$ cat config.mk
export PLATFORM = sky130hd
export DESIGN_NAME = ddr3_wr_sched
export DESIGN_NICKNAME = d
export VERILOG_FILES = /design/src/rtl/ddr3_phy_pkg.sv /design/src/rtl/ddr3_wr_dly.sv /design/src/rtl/ddr3_wr_sched.sv
export SDC_FILE = /design/constraint.sdc
export NUM_CORES = 1
export LEC_CHECK = 0
export ABC_AREA = 1
export BUFFER_PORTS_ARGS = -buffer_cell sky130_fd_sc_hd__buf_2
export CAP_MARGIN = 40
export CORE_MARGIN = 2
export CORE_UTILIZATION = 50
export DETAILED_ROUTE_END_ITERATION = 10
export PLACE_DENSITY = 0.88
export SLEW_MARGIN = 20
export SYNTH_ARGS = -nofsm -noshare
export SYNTH_HDL_FRONTEND = slang
export SYNTH_HIERARCHICAL = 1
export SYNTH_SLANG_ARGS = --single-unit
$ cat constraint.sdc
create_clock -name clock -period 3.87 [get_ports clock]
set_input_delay 0.1935 -clock clock [delete_from_list [all_inputs] [get_ports clock]]
set_output_delay 0.1935 -clock clock [all_outputs]
set_load 0.01 [all_outputs]
$ cat src/rtl/ddr3_phy_pkg.sv
// Purpose: shared constants and sequencer state type for the DDR3 write datapath.
// Latency: n/a (types and constants only).
// Backpressure: n/a.
package ddr3_phy_pkg;

    // One BL8 burst occupies four controller clocks at two beats per clock.
    localparam int BL_CYCLES = 4;

    // Supported write-latency range in controller clocks.
    localparam int CWL_MIN = 2;
    localparam int CWL_MAX = 8;

    // Phase of the DQ/DQS bus in a given cycle.
    typedef enum logic [1:0] {
        IDLE  = 2'd0,
        PRE   = 2'd1,
        BURST = 2'd2,
        POST  = 2'd3
    } seq_state_t;

endpackage

$ cat src/rtl/ddr3_wr_dly.sv
// Purpose: in-flight tracking; a tap line marking the age of every accepted WRITE.
// Latency: slot[0] is the acceptance itself, slot[k] is the acceptance k clocks ago.
// Backpressure: none; at most one start per clock, so the line can never overflow.
module ddr3_wr_dly
    import ddr3_phy_pkg::*;
#(
    parameter int DEPTH = 9
) (
    input  logic             clock,
    input  logic             reset_n,
    input  logic             start,
    output logic [DEPTH-1:0] slot
);

    logic [DEPTH-2:0] sr;

    // Shift the burst-start markers one age step per clock; reset drops every pending burst.
    always_ff @(posedge clock or negedge reset_n) begin
        if (!reset_n) begin
            sr <= '0;
        end else begin
            sr <= {sr[DEPTH-3:0], start};
        end
    end

    assign slot = {sr, start};

endmodule

$ cat src/rtl/ddr3_wr_sched.sv
// Purpose: DDR3 write scheduler; FIFO read strobes and DQ/DQS drive with pre/postamble.
// Latency: data on DQ in cycles CWL..CWL+3 after acceptance; FIFO read CWL-2..CWL+1.
// Backpressure: cmd_ready_o drops for 3 clocks after each acceptance (BL8 spacing).
module ddr3_wr_sched
    import ddr3_phy_pkg::*;
#(
    parameter int DQ_WIDTH = 8,
    parameter int CWL      = 5
) (
    input  logic                  clock,
    input  logic                  reset_n,
    input  logic                  cmd_valid_i,
    output logic                  cmd_ready_o,
    output logic                  wr_req_o,
    input  logic [2*DQ_WIDTH-1:0] wr_data_i,
    output logic [DQ_WIDTH-1:0]   dq_d0_o,
    output logic [DQ_WIDTH-1:0]   dq_d1_o,
    output logic                  dq_oen_o,
    output logic                  dqs_d0_o,
    output logic                  dqs_d1_o,
    output logic                  dqs_oen_o,
    output logic                  busy_o
);

    // Ages 0..CWL+3 cover everything from acceptance to the postamble.
    localparam int SLOTS = CWL + BL_CYCLES;
    // First age whose FIFO read can still be registered; CWL=2 needs an age -1 read.
    localparam int RQ_LO = (CWL >= 3) ? CWL - 3 : 0;

    logic             accept;
    logic [SLOTS-1:0] slot;
    seq_state_t       state, state_nxt;
    logic             ready_nxt, req_nxt, data_nxt, pre_nxt, post_nxt, busy_nxt;
    logic             req_q;

    assign accept = cmd_valid_i & cmd_ready_o;

    ddr3_wr_dly #(.DEPTH(SLOTS)) u_dly (
        .clock   (clock),
        .reset_n (reset_n),
        .start   (accept),
        .slot    (slot)
    );

    // Decode what next cycle needs from the age of every burst in flight.
    always_comb begin
        ready_nxt = 1'b1;
        req_nxt   = 1'b0;
        data_nxt  = 1'b0;
        for (int k = 0; k < BL_CYCLES - 1; k++) begin
            if (slot[k]) ready_nxt = 1'b0;
        end
        for (int k = RQ_LO; k <= CWL; k++) begin
            if (slot[k]) req_nxt = 1'b1;
        end
        for (int k = CWL - 1; k <= CWL + 2; k++) begin
            if (slot[k]) data_nxt = 1'b1;
        end
        pre_nxt  = slot[CWL-2];
        post_nxt = slot[CWL+3];
        busy_nxt = |slot;
    end

    // Bus-phase register.
    always_ff @(posedge clock or negedge reset_n) begin
        if (!reset_n) begin
            state <= IDLE;
        end else begin
            state <= state_nxt;
        end
    end

    // Bus-phase transitions; a spacing-5 gap (postamble merged with preamble) goes straight to PRE.
    always_comb begin
        state_nxt = state;
        case (state)
            IDLE:    state_nxt = pre_nxt ? PRE : IDLE;
            PRE:     state_nxt = BURST;
            BURST: begin
                if (data_nxt)     state_nxt = BURST;
                else if (pre_nxt) state_nxt = PRE;
                else              state_nxt = POST;
            end
            POST:    state_nxt = pre_nxt ? PRE : IDLE;
            default: state_nxt = IDLE;
        endcase
    end

    // Registered outputs, driven from the phase the bus enters next.
    always_ff @(posedge clock or negedge reset_n) begin
        if (!reset_n) begin
            cmd_ready_o <= 1'b0;
            req_q       <= 1'b0;
            busy_o      <= 1'b0;
            dq_oen_o    <= 1'b1;
            dqs_oen_o   <= 1'b1;
            dqs_d0_o    <= 1'b0;
            dq_d0_o     <= '0;
            dq_d1_o     <= '0;
        end else begin
            cmd_ready_o <= ready_nxt;
            req_q       <= req_nxt;
            busy_o      <= busy_nxt;
            dq_oen_o    <= (state_nxt != BURST);
            dqs_oen_o   <= (state_nxt == IDLE);
            dqs_d0_o    <= (state_nxt == BURST);
            dq_d0_o     <= (state_nxt == BURST) ? wr_data_i[DQ_WIDTH-1:0] : '0;
            dq_d1_o     <= (state_nxt == BURST) ? wr_data_i[2*DQ_WIDTH-1:DQ_WIDTH] : '0;
        end
    end

    // DQS falls mid-clock in every driven cycle, so its falling-edge half is always low.
    assign dqs_d1_o = 1'b0;

    // With CWL=2 the first FIFO read lands in the acceptance cycle itself and cannot be registered.
    assign wr_req_o = req_q | ((CWL == 2) && accept);

endmodule

==> results.yml, run 1 <==
status:
  status: "complete, no violations"
timing:
  fmax_ghz: 0.728
  final_max_slew_viol_count: 0
  finClkSkew_ns: 0.0108
  rsz0062_at_grt: "false"
  hold_ws_ns: 0.0769
  fin_crit_sh_pct: 35.5
  hold_viol: 0
  worst_slew_pin_slew_ns: 0.649
  slew_headroom_pct: 56.7
  setup_tns_ns: 0
  period_needed_ns: 1.37
  setup_viol: 0
setup_path:
  cpPeakStageDelay_ns: 0.36
  required_ns: 4.11
  crit_type: "flip-flop to flip-flop"
  worstPathCellList: "inv_1 > ha_1 > or2_0 > nand2_2 > nand2_4 > nor2_1"
  end_kind: "flip-flop"
  crit_buf_inv: 1
  arrival_ns: 1.61
  cp_max_fo: 18
  critPathLaunchType: "flip-flop"
  cp_slowest_cell: "dfrtp_1"
  cp_top_family: "simple AND/OR/NAND/NOR gates"
clock_network:
  clk_pin_slew_ns: 0.10
  cts_setup_buffers: 0
  htree_levels: 2
  clockRootBuffer: "clkbuf_4"
  cts_tree: "done"
  cts_buffers: 5
  clockBufferDepth: 2
  cts.sinks: 32
  cts_resized: 0
  clkLatencyLatePin_ns: 0.31
placement:
  hpwl_um: 1350
  placed_area_um2: 1300
  portBuffers: 40
  place.gp.congestion: 0.745
  place_inst: 159
global_routing:
  first_global_vias: 699
  antenna_found_initial: 0
  grt_max_degree: 33
  overflow: 0
  grt_util_all_layers_pct: 16.2
  grt_pass1_wl_um: 2950
yosys:
  syn_inst: 95
  ys_ff_latch: 32
  netlist_area_um2: 1090
  yosysWarningCount: 6
  syn_avg_cell_area_um2: 11.5
  synth.area.top_cells: "dfrtp_1 69%, inv_1 7.5%, nor2_1 6.5%, dfstp_2 4.8%, ha_1 2.3%"
  yosysSeqAreaShare_pct: 73.4
  yosysUniqueCellTypes: 15
  synth_top_area_share_pct: 68.6
  syn_nets: 116
  yosys.area.top_type: "dfrtp_1"
pwr:
  clkPwrFrac_pct: 17.0
  switching_power_uw: 345
  combPwrFrac_pct: 33.7
  netSwitchingFraction_pct: 34.9
  p_int_uw: 646
  leakage_uw: 0.000815
  peakVddDrop_mv: 0.430
  seqPwrFrac_pct: 49.4
  total_power_uw: 991
  power_density_nw_per_um2: 727
floorplanning:
  rows: 16
  die_area_um2: 2580
  die_w_um: 50.8
  initial_core_util_pct: 54.1
  die_h_um: 50.8
  ioPinCount: 42
  core-area_um2: 2020
worst_hold_path:
  holdCritPathClass: "input pin to flip-flop"
cells_and_area:
  syn_to_final_growth_pct: 24.5
  nNetsFinal: 161
  fin_area_um2: 1360
  regArea_um2: 803
  n_antenna_cell: 0
  nFillCells: 160
  drive_above_1_share_pct: 36.2
  instances_no_fill: 168
  multi_input_area_um2: 183
routing:
  num_vias: 730
  drt_iter0_drc: 5
  via_per_inst: 4.35
  post_drt_wl_per_cell_um: 10.3
  first_pass_iters: 2
  antenna_left: 0
  routed_wl_um: 1720
  drc: 0
run:
  max-cap-violations: 0
cells in the mapped netlist:
cell type and n:
or2_0 1, inv_1 22, dfrtp_1 30, nor3_1 3, nor2_1 19, buf_6 1, nand2_4 1, dfstp_2 2
nand2_1 6, ha_1 2, nand3_1 3, buf_4 2, nand2_2 1, nor2_2 1, conb_1 1
layer usage:
layer / up-vias / part of all wire [%] / track usage (%)
met3: 0 / 7.6 / 5.95
met5: - / 0 / 0
met2: 28 / 54 / 28.3
li1: 358 / - / -
met1: 344 / 38 / 17.5
met4: 0 / 0 / 6.76
through the flow:
stage / setup slack [ns] / util, %
after floorplan: 2.56 / -
after global placement: 2.58 / 64.4
after detailed placement: 2.50 / 64.4
after CTS: 2.48 / 67.4
after global routing: 2.38 / 67.4
final: 2.50 / 67.4
final timing paths:
path                              start     endpoint  slack [ns]  depth (start not counted)
max                            state[0]   dq_d1_o[4]        2.50                          6
min                        wr_data_i[4]   dq_d0_o[4]        0.08                          3
max reg2reg                    state[0]   dq_d1_o[4]        2.50                          6
min reg2reg                 u_dly/sr[0]  u_dly/sr[1]        0.39                          0
max in group asynchronous       reset_n  u_dly/sr[4]        3.01                          2
min in group asynchronous       reset_n   dq_d1_o[7]        0.44                          2
layout by cell type (no fill, tap or decap):
| cell type | n |
|---|---|
| nand2_1 | 6 |
| dfstp_2 | 2 |
| nor2_2 | 1 |
| dfrtp_1 | 30 |
| nand3_1 | 3 |
| clkbuf_4 | 5 |
| nor3_1 | 3 |
| nand2_2 | 1 |
| or2_0 | 1 |
| ha_1 | 2 |
| dlygate4sd3_1 | 1 |
| conb_1 | 1 |
| clkinv_2 | 1 |
| nand2_4 | 1 |
| nor2_1 | 19 |
| buf_2 | 40 |
| clkbuf_1 | 2 |
| inv_1 | 22 |
power groups by stage:
stage,Combinational [µW],Sequential [µW],Clock [µW]
floorplan,180,543,0
global placement,325,493,0
detailed placement,341,497,0
CTS,343,491,175
global route,387,500,190
finish,334,489,168
what timing repair did:
item | in CTS | in global routing
hold buffers | 1 | 0
endpoints found under the hold margin | 30 | 0
setup endpoints to repair | 0 | 0
area by class of cell:
class,count,area share (%)
clock buffers,7,3.31
flip-flops and latches,32,59.0
inverters,22,6.06
repair buffers,41,15.4
clock inverters,1,0.367
well taps,27,2.48
multi-input cells,38,13.4
state kept, by name (all words and copies together), names as in the netlist:
| register | cells |
|---|---|
| busy_o | 1 |
| state | 2 |
| dqs_oen_o | 1 |
| u_dly/sr | 8 |
| dq_d1_o | 8 |
| dq_oen_o | 1 |
| dqs_d0_o | 1 |
| wr_req_o | 1 |
| dq_d0_o | 8 |
| cmd_ready_o | 1 |
cell families after synthesis:
kind of cell / synth area share, %
AND/OR/NAND/NOR: 14.1
flip-flops: 73.4
buffers and inverters: 9.94
adder cells (fa/ha/maj): 2.29
other: 0.343
worst min-delay path: cells and delay by family:
kind,cells,cell delay [ns]
buffers and inverters,2,0.13
and+or+nand+nor,1,0.03
Note: power is estimated with default switching activity, not from simulation.
==> inputs of run 2 (changes only) <==
- CORE_UTILIZATION: 50 -> 46
- PLACE_DENSITY: 0.88 -> 0.83
- clock period: 3.87 -> 1.3 ns (I/O delays scaled with it)
==> run 2 against run 1 <==
Routed wire length grew 120%. The flow now finishes with violations (negative setup slack). Clock-buffer cell count stayed put. Sequential share of layout area shrank 13 points. Utilization up 11 points. Die area increased by 8.0%. Critical path type unchanged. Sequential power grew to 3.1 times the previous value.
==> results.yml, run 2 (synthesized netlist as in run 1, its figures left out) <==
status:
  status: "complete, but fails checks"
  violations: "negative setup slack"
placement:
  portBuffers: 40
  place.gp.congestion: 0.668
  place_ws_ns: -0.0515
  hpwl_um: 1440
global_routing:
  top_usage_layer: "met2"
  grt_pass1_wl_um: 4570
  met3_usage_pct: 9.71
  grt_max_degree: 33
  grt_util_met1_pct: 29.8
  first_global_vias: 962
  grt_util_all_layers_pct: 25.3
  overflow: 0
  use_met2_pct: 41.3
  antenna_found_initial: 0
routing:
  routed_wl_um: 3730
  drc: 0
  via_per_inst: 5.01
  num_vias: 956
  drt_iter0_drc: 39
  first_pass_iters: 4
  post_drt_wl_per_cell_um: 19.5
  antenna_left: 0
floorplanning:
  die_w_um: 52.8
  die_h_um: 52.8
  die_area_um2: 2790
  ioPinCount: 42
  initial_core_util_pct: 49.0
  core-area_um2: 2230
  rows: 17
clock_network:
  cts_buffers: 5
  cts.sinks: 32
  clk_pin_slew_ns: 0.11
  cts_tree: "done"
  clockBufferDepth: 2
  clockRootBuffer: "clkbuf_4"
  clkLatencyLatePin_ns: 0.34
  htree_levels: 2
setup_path:
  required_ns: 1.56
  r2r_start: "state[0]"
  crit_type: "flip-flop to flip-flop"
  cp_slowest_cell: "dfrtp_1"
  cp_max_fo: 5
  reg2regPathDepth: 6
  worstPathCellList: "inv_2 > ha_4 > or2_4 > nand2_8 > nand2_8 > nor2_2"
  critPathLaunchType: "flip-flop"
  critPathMostFrequentCell: "nand2_8"
  end_kind: "flip-flop"
  cpPeakStageDelay_ns: 0.42
  arrival_ns: 1.67
  critPathLaunch: "state[0]"
timing:
  fin_crit_sh_pct: 109
  setup_viol: 19
  hold_viol: 0
  slew_headroom_pct: 54.3
  hold_ws_ns: 0.319
  worst_slew_pin_slew_ns: 0.685
  fmax_ghz: 0.707
  period_needed_ns: 1.41
  worst_slack_ns: -0.114
  final_max_slew_viol_count: 0
  finClkSkew_ns: 0.0178
  rsz0062_at_grt: "true"
pwr:
  peakVddDrop_mv: 1.69
  power_density_nw_per_um2: 2410
  leakage_uw: 0.000929
cells_and_area:
  nNetsFinal: 183
  largest_registers: "dq_d0_o x8, dq_d1_o x8, u_dly/sr x8"
  final_common_cell: "buf_2"
  syn_to_final_growth_pct: 59.3
  drive_above_1_share_pct: 48.5
  layout_common_cells: "40 x buf_2, 30 x dfrtp_1, 20 x inv_1, 18 x dlygate4sd3_1, 10 x nor2_2"
  n_antenna_cell: 0
  final_util_pct: 78.1
worst_hold_path:
  holdCritPathClass: "input pin to asynchronous set/reset pin"
run:
  max-cap-violations: 0
==> run 2: changes by cell type in the layout (fill, tap and decap cells not counted), sizes merged <==
cell         previous run  this run
dlygate4sd3             1        18
clkinvlp                0         1
clkinv                  1         0
buf                    40        42
nand2                   8        11
==> run 2: cell type report <==
class / instances / area [µm²]
Sequential cell: 32 / 803
Clock inverter: 1 / 7.51
Tap cell: 28 / 35.0
Timing Repair Buffer: 60 / 395
Inverter: 22 / 82.6
Multi-Input combinational cell: 41 / 365
Fill cell: 113 / 489
Clock buffer: 7 / 55.1
==> run 2: through the flow <==
| stage | cell area (µm²) | instances | TNS (ns) | total power [µW] |
|---|---|---|---|---|
| global placement | 1310 | 161 | 0 | 2480 |
| CTS | 1580 | 188 | -0.673 | 3270 |
| finish | 1740 | 191 | -1.23 | 4210 |
| floorplan | 1090 | 95 | -0.0343 | 2150 |
| global route | 1740 | 191 | -1.97 | 4410 |
| detailed placement | 1310 | 161 | -0.362 | 2560 |
==> run 2: critical path, delay by kind of cell, from the launching register on <==
| kind | cells | cell delay, ns |
|---|---|---|
| buffers and inverters | 1 | 0.09 |
| flip-flops | 1 | 0.42 |
| adder cells (fa/ha/maj) | 1 | 0.20 |
| AND/OR/NAND/NOR | 4 | 0.62 |
==> run 2: final timing paths <==
kind	endpoint	slack (ns)
worst min register to register	u_dly/sr[1]	0.40
min in group clock	u_dly/sr[1]	0.40
worst min-delay path	cmd_ready_o	0.32
worst max register to register	dq_d0_o[6]	-0.11
worst max-delay path	dq_d0_o[6]	-0.11
max in group asynchronous	dq_d1_o[7]	0.53
==> run 2: where the power goes <==
part | switching [µW] | internal [µW] | leakage [µW] | total [µW]
Combinational | 1330 | 756 | 0.000496 | 2080
Sequential | 163 | 1350 | 0.000401 | 1510
Clock | 347 | 265 | 0.0000315 | 612
Total | 1840 | 2370 | 0.000929 | 4210
==> run 2: metal layers <==
metal  vias up  share of wire [%]
met5         -                  0
met4         0                3.1
met3        14                9.6
met2        72                 49
met1       465                 38
li1        405                  -
==> run 2: repair_timing <==
| item | CTS | global route |
|---|---|---|
| hold buffers | 18 | 0 |
| setup buffers | 1 | 0 |
| gates cloned | 0 | 3 |
| endpoints found under the setup margin | 16 | 21 |
| gates resized for setup | 3 | 35 |
| pin swaps | 2 | 7 |
| endpoints found under the hold margin | 47 | 0 |
